## config.mk

```make
export PLATFORM = sky130hd
export DESIGN_NAME = alu_sequencer
export DESIGN_NICKNAME = d
export VERILOG_FILES = /design/src/rtl/alu_sequencer.sv
export SDC_FILE = /design/constraint.sdc
export NUM_CORES = 1
export LEC_CHECK = 0
export BUFFER_PORTS_ARGS = -buffer_cell sky130_fd_sc_hd__buf_2
export CORE_AREA = 2 2 116 118
export DETAILED_ROUTE_END_ITERATION = 6
export DIE_AREA = 0 0 118 120
export PLACE_DENSITY = 0.69
export SLEW_MARGIN = 20
export SYNTH_ARGS = -nofsm -noshare
export SYNTH_HDL_FRONTEND = slang
export SYNTH_SLANG_ARGS = --single-unit
```

## constraint.sdc

```tcl
create_clock -name clk -period 2.1 [get_ports clk]
set_clock_uncertainty 0.2 [all_clocks]
set_input_delay 0.42 -clock clk [delete_from_list [all_inputs] [get_ports clk]]
set_output_delay 0.42 -clock clk [all_outputs]
set_load 0.05 [all_outputs]
```

## src/rtl/alu_sequencer.sv

```systemverilog
// alu_sequencer: 4-cycle execute stage (IDLE/READ/EXEC/WB) driving an external combinational ALU.
// Optional divide/mod-by-zero trap enabled with `define ALU_SEQ_DIV0_TRAP_EN.
module alu_sequencer #(
    parameter int NREGS = 8
) (
    input  logic        clk,
    input  logic        rst_n,
    input  logic        instr_valid,
    input  logic [15:0] instr,
    output logic        instr_ready,
    output logic [3:0]  alu_op,
    output logic [7:0]  alu_operand1,
    output logic [7:0]  alu_operand2,
    input  logic [7:0]  alu_out,
    output logic        done,
    output logic [7:0]  done_data,
    output logic        zero,
    output logic        err,
    input  logic [2:0]  dbg_addr,
    output logic [7:0]  dbg_data
);

    localparam logic [3:0] OP_DIV = 4'h3;
    localparam logic [3:0] OP_MOD = 4'h4;
    localparam logic [3:0] OP_LDI = 4'hF;

    typedef enum logic [1:0] {
        S_IDLE = 2'd0,
        S_READ = 2'd1,
        S_EXEC = 2'd2,
        S_WB   = 2'd3
    } state_t;

    state_t      state, state_nxt;
    logic [15:0] instr_q;
    logic [7:0]  regs [NREGS];
    logic [7:0]  op1, op2, res;
    logic [3:0]  alu_op_q;
    logic        suppress;
    logic        div0;

    logic [3:0]  op_f;
    logic [2:0]  rd_f, rs1_f, rs2_f;
    logic [7:0]  imm_f;

    assign op_f  = instr_q[15:12];
    assign rd_f  = instr_q[11:9];
    assign rs1_f = instr_q[8:6];
    assign rs2_f = instr_q[5:3];
    assign imm_f = instr_q[7:0];

    assign instr_ready  = (state == S_IDLE);
    // op1/op2 only change at the end of READ, so the ALU inputs hold outside EXEC
    assign alu_op       = alu_op_q;
    assign alu_operand1 = op1;
    assign alu_operand2 = op2;
    assign dbg_data     = regs[dbg_addr];

`ifdef ALU_SEQ_DIV0_TRAP_EN
    logic err_q;

    assign div0 = ((op_f == OP_DIV) || (op_f == OP_MOD)) && (op2 == 8'h00);
    assign err  = err_q;

    always_ff @(posedge clk or negedge rst_n) begin
        if (!rst_n)
            err_q <= 1'b0;
        else if (state == S_EXEC && div0)
            err_q <= 1'b1;
    end
`else
    assign div0 = 1'b0;
    assign err  = 1'b0;
`endif

    always_ff @(posedge clk or negedge rst_n) begin
        if (!rst_n)
            state <= S_IDLE;
        else
            state <= state_nxt;
    end

    always_comb begin
        state_nxt = state;
        case (state)
            S_IDLE:  if (instr_valid) state_nxt = S_READ;
            S_READ:  state_nxt = S_EXEC;
            S_EXEC:  state_nxt = S_WB;
            S_WB:    state_nxt = S_IDLE;
            default: state_nxt = S_IDLE;
        endcase
    end

    always_ff @(posedge clk or negedge rst_n) begin
        if (!rst_n) begin
            instr_q   <= '0;
            op1       <= '0;
            op2       <= '0;
            res       <= '0;
            alu_op_q  <= '0;
            suppress  <= 1'b0;
            done      <= 1'b0;
            done_data <= '0;
            zero      <= 1'b1;
            for (int i = 0; i < NREGS; i++)
                regs[i] <= '0;
        end else begin
            done <= 1'b0;
            case (state)
                S_IDLE: begin
                    if (instr_valid)
                        instr_q <= instr;
                end
                S_READ: begin
                    op1      <= regs[rs1_f];
                    op2      <= regs[rs2_f];
                    alu_op_q <= op_f;
                end
                S_EXEC: begin
                    if (op_f == OP_LDI) begin
                        res      <= imm_f;
                        suppress <= 1'b0;
                    end else if (div0) begin
                        res      <= 8'h00;
                        suppress <= 1'b1;
                    end else begin
                        res      <= alu_out;
                        suppress <= 1'b0;
                    end
                end
                S_WB: begin
                    // trapped results still report done, but never reach the register file
                    if (!suppress)
                        regs[rd_f] <= res;
                    done      <= 1'b1;
                    done_data <= res;
                    zero      <= (res == 8'h00);
                end
                default: ;
            endcase
        end
    end

endmodule

```

==> flow_summary.yaml <==
yosys:
  synth-async-reset-ratio_pct: 100
  synth.area.top_cells: "dfrtp_1 (47%), mux2_2 (18%), mux2i_1 (8.8%), mux4_1 (6.6%), nor2b_1 (3.3%)"
  synth_xor_area_share_pct: 0
  synth_top_area_cell: "dfrtp_1"
  synthAdderAreaFrac_pct: 0.786
  syn_area_um2: 6360
  synth_top_family_by_area: "multiplexers"
  synth_compound_area_share_pct: 7.59
  syn_nets: 517
  yosys_register_bits: 120
  ys.flop_type: "dfrtp_1"
  synth.distinct_cells: 32
  yosys_warnings: 0
  syn_avg_cell_area_um2: 13.2
  synth_common_cells: "dfrtp_1 (119), mux2_2 (100), mux2i_1 (56), nor2b_1 (34), clkbuf_1 (19)"
  ys_seq_area_share_pct: 47.2
  synth.top_cell.area_share_pct: 46.8
  synth-edff-count: 0
  yosysMostFrequentCell: "dfrtp_1"
  synthSimpleGateAreaFrac_pct: 7.63
  synthCells: 483
  synthMuxAreaShare_pct: 33.1
global_routing:
  grt_max_degree: 88
  grt_pass1_wl_um: 27400
  grt_overflow: 0
  gr-usage-all-layers_pct: 26.1
  antenna_found_initial: 0
  first_global_vias: 4853
timing:
  timing.fmax_ghz: 0.421
  finalSetupViolCount: 8
  worst_slew_pin_slew_ns: 0.608
  setup_ws_ns: -0.277
  finalHoldViolations: 0
  slew_violations: 0
  fin_crit_sh_pct: 113
  finalSetupTns_ns: -2.03
  rsz0062_at_grt: "true"
  hold_ws_ns: 0.0386
  max-slew-margin-rel_pct: 59.4
  fin_crit_ns: 2.38
finish:
  final_core_util_pct: 63.0
  nets: 646
  multi_input_area_um2: 3110
  syn_to_final_growth_pct: 28.5
  fin_cells: 801
  final_cell_area_um2: 8180
  fillers: 1007
  seqCellArea_um2: 3020
  diodes: 0
  drive_above_1_share_pct: 49.8
placement:
  place_inst: 719
  port_buffers: 68
  dp_slack_ns: -0.277
  dp_hpwl_um: 11700
  gp_congestion: 0.900
  postPlaceCellArea_um2: 7100
floorplanning:
  die-area_um2: 14200
  placementRows: 42
  start_util_pct: 49.0
  pin_count: 70
  dieHeight_um: 120
  core_area_um2: 13000
  die_w_um: 118
setup_path:
  cp_max_fo: 2
  reg2reg_depth: 5
  cp-startpoint: "regs[2]"
  worstSetupEndpointType: "primary output"
  r2r_setup_slack_ns: 0.15
  r2r-start: "state[0]"
  crit_end: "dbg_data[2]"
  required_ns: 1.48
  critical_path_class: "reg2out"
  start_kind: "register"
  worstPathArrival_ns: 1.76
  r2r-end: "regs[13]"
power:
  ir_drop_uv: 984
  p_sw_mw: 6.43
  leakagePower_nw: 3.80
  combPwrFrac_pct: 48.9
  power_frac_seq_pct: 30.7
  power_density_nw_per_um2: 1940
  power_mw: 15.9
  p_clk_share_pct: 20.4
  p_sw_share_pct: 40.4
  p_int_mw: 9.48
clock_network:
  numClockSinks: 120
  cts_buffers: 17
  h-tree-depth: 4
  cts_buffer_depth: 2
  clkTransAtPathRegs_ns: 0.05
  cts_tree: "built"
  clock-root-buffer: "clkbuf_16"
  clk_latency_ns: 0.41
routing:
  dr.pass1.iters: 6
  drtAntennaViolNets: 0
  drt-vias-per-instance: 5.89
  vias: 4717
  drt-wirelength-per-cell_um: 22.2
  drt-initial-drc-count: 425
  drc: 0
  wl_um: 17800
run:
  maxCapViolCount: 0
status:
  outcome: "complete, but fails checks"
  violations: "setup timing"
min_path:
  hold_class: "in2reg"
flip-flops by register name, summed over array words and instances, names as in the netlist:
name / cells
alu_operand1: 8
res: 8
done: 1
instr_q: 16
done_data: 8
regs: 64
alu_op: 4
zero: 1
state: 2
alu_operand2: 8
power groups by stage:
stage	Clock (mW)	Combinational, mW	Sequential [mW]
finish	3.24	7.78	4.89
detailed placement	0	6.62	5.04
global route	3.38	8.26	4.99
global placement	0	6.48	4.97
CTS	3.27	7.60	4.84
floorplan	0	4.46	5.04
layer usage:
layer | wire (µm) | up-vias | GRT usage [%]
li1 | - | 2064 | -
met2 | 8780 | 219 | 45.0
met1 | 7150 | 2372 | 30.6
met5 | 0 | - | 0
met3 | 929 | 62 | 5.89
met4 | 936 | 0 | 13.2
critical path, cell delays in order, from the launching register on:
cell and delay [ns]:
dfrtp_1 0.42, mux4_2 0.49, mux2_4 0.28, buf_6 0.15
layout make-up:
type	instances	area share [%]
inverters	4	0.184
well taps	176	2.69
multi-input cells	316	38.0
repair buffers	153	14.2
clock buffers	25	6.06
flip-flops and latches	120	36.9
clock inverters	7	1.99
timing repair:
item / CTS / global route
resized for setup: 22 / 8
hold buffers: 1 / 0
endpoints found under the hold margin: 119 / 0
pin swaps: 0 / 0
setup buffers: 42 / 7
setup endpoints to repair: 8 / 9
cell families after synthesis:
group	count (synthesis)
flip-flops	120
AND/OR/NAND/NOR	79
adder cells (fa/ha/maj)	4
AO/OA/AOI/OAI	60
multiplexers	172
buffers and inverters	47
other	1
cells in the final DEF, fill, tap and decap left out, types with 2 or more instances in the layout:
| cell type | synthesis | layout |
|---|---|---|
| a22oi_1 | 16 | 16 |
| mux2_4 | 0 | 8 |
| nand2_1 | 2 | 2 |
| buf_2 | 8 | 58 |
| buf_6 | 1 | 7 |
| dfrtp_2 | 0 | 9 |
| nor3b_4 | 2 | 2 |
| nor4_1 | 2 | 2 |
| mux2i_1 | 56 | 56 |
| nand4b_1 | 3 | 3 |
| inv_1 | 4 | 4 |
| o21ai_0 | 2 | 2 |
| dfrtp_1 | 119 | 110 |
| clkbuf_16 | 0 | 17 |
| nand4_1 | 2 | 2 |
| nand2b_1 | 2 | 2 |
| buf_12 | 1 | 10 |
| mux4_2 | 0 | 15 |
| bufinv_16 | 0 | 5 |
| nand3_1 | 17 | 17 |
| mux2_2 | 100 | 92 |
| nor2b_1 | 34 | 34 |
| a211o_1 | 16 | 16 |
| a21oi_1 | 9 | 9 |
| buf_4 | 5 | 75 |
| clkbuf_8 | 0 | 4 |
| a41o_1 | 16 | 16 |
| clkbuf_1 | 19 | 4 |
| nor2_1 | 12 | 12 |
| ha_1 | 4 | 3 |
| nor3_2 | 2 | 2 |
worst min path at each step:
| stage | startpoint | to | slack (ns) | cells after the start |
|---|---|---|---|---|
| after floorplan | rst_n | alu_op[0] | -0.08 | 0 |
| after global placement | zero | zero | 0.26 | 2 |
| after detailed placement | zero | zero | 0.29 | 2 |
| after CTS | instr[15] | instr_q[15] | 0.03 | 2 |
| after global routing | instr_valid | state[1] | 0.03 | 2 |
| final | instr[15] | instr_q[15] | 0.04 | 2 |
Power figures use the tool's default switching activity.
